--- src/rtl/pipe_stage_reg.sv ---
// Pipeline stage register with valid/ready handshake, optional 2-entry skid
// buffer, flush with saturating drop accounting, and a bubble payload when empty.
module pipe_stage_reg #(
    parameter int unsigned       DATA_W     = 96,
    parameter logic [DATA_W-1:0] BUBBLE_VAL = DATA_W'(32'h13),
    parameter bit                SKID_EN    = 1'b1,
    parameter int unsigned       CNT_W      = 16
) (
    input  logic              clk,
    input  logic              rst,
    input  logic              flush_i,
    input  logic              stall_i,
    input  logic              in_valid_i,
    output logic              in_ready_o,
    input  logic [DATA_W-1:0] in_data_i,
    output logic              out_valid_o,
    input  logic              out_ready_i,
    output logic [DATA_W-1:0] out_data_o,
    output logic [1:0]        occupancy_o,
    output logic [CNT_W-1:0]  drop_cnt_o
);

    // State encoding doubles as the occupancy count.
    typedef enum logic [1:0] {
        EMPTY = 2'd0,
        ONE   = 2'd1,
        TWO   = 2'd2
    } state_t;

    state_t              state_q, state_d;
    logic [DATA_W-1:0]   main_q, main_d;
    logic [DATA_W-1:0]   skid_q, skid_d;
    logic [CNT_W-1:0]    drop_q, drop_d;
    logic [CNT_W:0]      drop_sum;
    logic                main_valid;
    logic                skid_valid;
    logic                acc;
    logic                emit;

    assign main_valid = (state_q != EMPTY);
    assign skid_valid = (state_q == TWO);

    // Handshake: skid mode keeps in_ready off the out_ready path.
    assign out_valid_o = main_valid & ~stall_i & ~flush_i;
    assign in_ready_o  = (SKID_EN ? ~skid_valid : (~main_valid | out_ready_i))
                         & ~stall_i & ~flush_i;
    assign acc         = in_valid_i & in_ready_o;
    assign emit        = out_valid_o & out_ready_i;

    assign out_data_o  = main_valid ? main_q : BUBBLE_VAL;
    assign occupancy_o = state_q;
    assign drop_cnt_o  = drop_q;

    // Drop counter increment by current occupancy, saturating at all-ones.
    assign drop_sum = {1'b0, drop_q} + (CNT_W+1)'(state_q);

    // Next-state and datapath: flush overrides; stall implies no acc/emit so contents hold.
    always_comb begin
        state_d = state_q;
        main_d  = main_q;
        skid_d  = skid_q;
        drop_d  = drop_q;
        if (flush_i) begin
            state_d = EMPTY;
            main_d  = BUBBLE_VAL;
            skid_d  = BUBBLE_VAL;
            drop_d  = drop_sum[CNT_W] ? {CNT_W{1'b1}} : drop_sum[CNT_W-1:0];
        end else begin
            case (state_q)
                EMPTY: begin
                    if (acc) begin
                        state_d = ONE;
                        main_d  = in_data_i;
                    end
                end
                ONE: begin
                    if (acc && emit) begin
                        main_d = in_data_i;
                    end else if (acc && SKID_EN) begin
                        state_d = TWO;
                        skid_d  = in_data_i;
                    end else if (emit) begin
                        state_d = EMPTY;
                        main_d  = BUBBLE_VAL;
                    end
                end
                TWO: begin
                    if (emit) begin
                        state_d = ONE;
                        main_d  = skid_q;
                        skid_d  = BUBBLE_VAL;
                    end
                end
                default: begin
                    state_d = EMPTY;
                    main_d  = BUBBLE_VAL;
                    skid_d  = BUBBLE_VAL;
                end
            endcase
        end
    end

    // State, payload and counter registers; reset drops contents without counting.
    always_ff @(posedge clk or posedge rst) begin
        if (rst) begin
            state_q <= EMPTY;
            main_q  <= BUBBLE_VAL;
            skid_q  <= BUBBLE_VAL;
            drop_q  <= '0;
        end else begin
            state_q <= state_d;
            main_q  <= main_d;
            skid_q  <= skid_d;
            drop_q  <= drop_d;
        end
    end

endmodule
--- config.mk ---
export PLATFORM = sky130hd
export DESIGN_NAME = pipe_stage_reg
export DESIGN_NICKNAME = d
export VERILOG_FILES = /design/src/rtl/pipe_stage_reg.sv
export SDC_FILE = /design/constraint.sdc
export NUM_CORES = 1
export LEC_CHECK = 0
export ABC_AREA = 1
export CORE_ASPECT_RATIO = 1.2
export CORE_MARGIN = 2
export CORE_UTILIZATION = 46
export DETAILED_ROUTE_END_ITERATION = 10
export MAX_ROUTING_LAYER = met4
export PLACE_DENSITY = 0.77
export SLEW_MARGIN = 30
export SYNTH_ARGS = -nofsm -noshare
export SYNTH_HDL_FRONTEND = slang
export SYNTH_SLANG_ARGS = --single-unit
--- constraint.sdc ---
create_clock -name clk -period 12.31 [get_ports clk]
set_clock_uncertainty 0.1 [all_clocks]
set_input_delay 2.462 -clock clk [delete_from_list [all_inputs] [get_ports clk]]
set_output_delay 2.462 -clock clk [all_outputs]
set_load 0.02 [all_outputs]
After elaboration in Yosys (flattened, before gate mapping)
Cells that the tools add are included.
{"block": "totals", "out_inout_bits": 116, "input_bits": 102, "wordCells": 49, "ff_bits": 210}
{"block": "classes", "reduce_logical": 6, "n_bitwise": 9, "add_sub_neg": 1, "muxes": 19, "eq_ne": 10}
{"op": "$mux W96", "n": 9}
{"op": "$pmux W96 S3", "n": 2}
{"op": "$add A16 B2 Y17", "n": 1}
{"op": "$mux W16", "n": 1}
{"op": "$mux W2", "n": 6}
{"op": "$ne A4 B4 Y1 const B", "n": 3}
{"op": "$reduce_and A4 Y1", "n": 3}
{"op": "$ne A3 B3 Y1 const B", "n": 3}
{"op": "$and A1 B1 Y1", "n": 6}
{"op": "$pmux W2 S3", "n": 1}
{"op": "$ne A3 B2 Y1 const B", "n": 1}
{"op": "$not A1 Y1", "n": 3}
{"op": "$eq A2 B1 Y1 const B", "n": 1}
{"op": "$eq A2 B2 Y1 const B", "n": 1}
{"op": "$logic_not A2 Y1", "n": 1}
{"op": "$ne A2 B2 Y1 const B", "n": 1}
{"op": "$reduce_bool A2 Y1", "n": 1}
{"op": "$logic_and A1 B1 Y1", "n": 1}

Depth between registers and ports, before layout
{"block": "depth", "ltp_word": 9, "mapped_depth": 12, "depth_no_buf": 9}

Least setup slack after synthesis
No wires, ideal clock.
{"block": "synth_timing", "path_type": "input -> output", "from": "input flush_i", "to": "output in_ready_o", "required_ps": 9748, "n_path_buf": 1, "arrival_time_ps": 3011, "cell_stages": 4, "path_slack_ps": 6737, "path_cell_list": "buf_2 -> nor2_4 -> nand2_1 -> inv_1"}
{"block": "synth_between", "elab_chain_cells": 2}
{"item": "start: declaration", "line": "11", "source": "input logic flush_i,"}
{"item": "$not A1 Y1", "line": "46", "source": "& ~stall_i & ~flush_i;"}
{"item": "$and A1 B1 Y1", "line": "46"}
{"item": "end: declaration", "line": "14", "source": "output logic in_ready_o,"}
No other way between the ends.

Worst setup path after layout
{"block": "layout_timing", "from": "input flush_i", "to": "output out_valid_o"}
{"block": "layout_between", "elab_chain_cells": 2}
{"item": "$not A1 Y1", "line": "44", "source": "assign out_valid_o = main_valid & ~stall_i & ~flush_i;"}
{"item": "$and A1 B1 Y1", "line": "44"}
{"item": "end: declaration", "line": "16", "source": "output logic out_valid_o,"}
No other way between the ends.

==> results.yml <==
synthesis:
  ys_types: 34
  ys_seq_elements: 210
  synth_area_leaders: "dfrtp_1, nand2_1, inv_1"
  yosysTopAreaCell: "dfrtp_1"
  yosysSeqAreaShare_pct: 41.5
  syn_nets: 2118
  syn_avg_cell_area_um2: 6.29
  yosysTopAreaCellShare_pct: 40.3
  netlist_area_um2: 12700
  synthCells: 2013
  yosys_warnings: 0
route:
  ant_nets: 0
  drt_wl_total_mm: 35.9
  drt_iter0_drc: 942
  routed_via_density: 5.03
  drt_first_pass_iters: 5
  wl_per_cell_um: 14.3
  vias: 12582
  drc: 0
power_and_ir_drop:
  p_leak_nw: 8.31
  power-per-cell-area_nw_per_um2: 137
  vdd_drop_max_mv: 0.0966
clock_network:
  cts_buffers: 23
  clock_sinks: 210
  worstSkewPairLatency_ps: 510
  path_clk_slew_ps: 60
  cts_tree: "built"
  cts_setup_buffers: 0
  cts_hold_buf: 0
  cts_root_buffer: "clkbuf_16"
  cts-htree-levels: 1
  clockBufferDepth: 3
  cts_resized: 0
die:
  num_rows: 66
  die_area_um2: 28900
  start_util_pct: 46.8
  core_um2: 27100
  fp.dieH_um: 186
  io_pins: 218
  die_w_um: 156
placed_design:
  place_inst: 2460
  place_area_um2: 14900
  portBuffers: 217
  gp_congestion: 0.862
  dp_hpwl_mm: 21.7
sta:
  fin_setup_tns_ps: 0
  hold_viol_final: 0
  period_share_pct: 54.1
  slew_headroom_pct: 44.7
  min_period_ps: 6660
  rsz0062_at_grt: "no"
  hold_ws_ps: 372
  maxSlewViolCount: 0
  clock.fmax_mhz: 150
  final-setup-viol-count: 0
  worstMarginPinSlew_ps: 830
global_routing:
  grt_pass1_wl_mm: 59.2
  grt_pass1_vias: 12209
  grt_max_degree: 135
  gr-usage-all-layers_pct: 25.4
  antenna_found_initial: 0
  grt_overflow: 0
worst_setup_path:
  start_kind: "primary input"
  critPathArrivalTime_ps: 4100
  required_ps: 9750
  cpLargestDelayFamily: "buffers and inverters"
  cpPeakStageDelay_ps: 630
  path_cells: "clkdlybuf4s50_1 -> nor2_4 -> nand2_1 -> inv_1 -> clkdlybuf4s50_1"
  worst-path-buf-inv: 3
  crit_fanout: 8
  path_class: "primary input to output port"
  cp_common_cell: "clkdlybuf4s50_1"
  end_kind: "output port"
  crit_path_top_delay_cell: "clkdlybuf4s50_1"
cells_and_area:
  final_cells: 2502
  final_cell_mix: "nand2_1, inv_1, nor2_1, clkdlybuf4s50_1, nand3_1"
  fin_area_um2: 15700
  drive_gt1_share_pct: 3.65
  n_antenna_cell: 0
  nets: 2251
  final_common_cell: "nand2_1"
  fin_util_pct: 58.0
  layout-area-overhead-vs-synth_pct: 23.9
hold_path:
  worst_hold_path_type: "flip-flop to flip-flop"
run_status:
  outcome: "complete, no violations"
job:
  maxCapViolCount: 0
report_power, final:
part           total, mW  switching [mW]  internal, mW
clock network      0.674           0.282         0.392
registers          0.856          0.0669         0.789
logic              0.619           0.398         0.222
total               2.15           0.747          1.40
routing by layer:
layer	global-route usage (%)	vias up	routed length, µm
li1	-	6256	-
met1	30.8	5822	14800
met2	43.4	412	17500
met3	2.35	92	1960
met4	11.3	0	1520
met5	-	-	0
worst min-delay path, cell delays in order, from the launching register on:
cell and delay, ps:
dfstp_2 370, nand2_1 60, nand2_1 50
state kept, by name (all words and copies together), names as in the netlist:
signal,count
skid_q,96
main_q,96
drop_cnt_o,16
occupancy_o,2
metrics by stage:
stage          total power [mW]  setup WS [ps]
2_1_floorplan              1.25           4020
3_3_place_gp               1.46           5600
3_5_place_dp               1.48           5620
4_1_cts                    2.16           5520
5_1_grt                    2.27           5580
6_report                   2.15           5650
final cells by class:
class | instances | area [µm²]
clock buffer | 39 | 716
clock inverter | 2 | 10.0
fill | 2619 | 11400
inverter | 312 | 1190
multi-input combinational | 1368 | 5740
sequential | 210 | 5260
tap | 340 | 425
timing repair buffer | 231 | 2360
worst paths after layout:
kind	slack [ps]	start	cells after the start	end
setup / recovery	5650	flush_i	5	out_valid_o
hold / removal	370	skid_q[0]	2	skid_q[0]
setup reg to reg	8930	occupancy_o[0]	9	skid_q[5]
hold reg to reg	370	skid_q[0]	2	skid_q[0]
max in group asynchronous	8560	rst	3	skid_q[32]
min in group asynchronous	2350	rst	2	drop_cnt_o[10]
synthesized netlist by cell type:
cell type  count
or2_2          6
nand2_1      720
nor2_2         2
o21ai_4        1
nand2_2        1
nand3_2        1
fa_1           1
nand3_4        1
nor2_4         3
dfrtp_1      204
dfstp_2        6
o31ai_1        1
buf_4          6
xor2_1         1
nand4_1        4
clkbuf_1      70
nand3_1      207
inv_2          5
a21oi_1        6
clkinv_1       1
or2_1          1
o21ai_0      101
a21boi_2       1
nor2_1       299
inv_1        306
buf_2         27
buf_1         16
nand3b_1       1
nor3_1         5
xnor2_1        1
ha_1           2
a31oi_1        1
buf_6          4
o21bai_1       1
cells by family after synthesis:
| logic type | count (synthesis) | synth area share (%) |
|---|---|---|
| AOI/OAI and AO/OA | 112 | 4.61 |
| xor gates and xnor gates | 2 | 0.138 |
| adders and majority gates | 3 | 0.355 |
| buffers and inverters | 435 | 13.6 |
| DFF | 210 | 41.5 |
| and+or+nand+nor | 1251 | 39.8 |
Power figures use the tool's default switching activity.
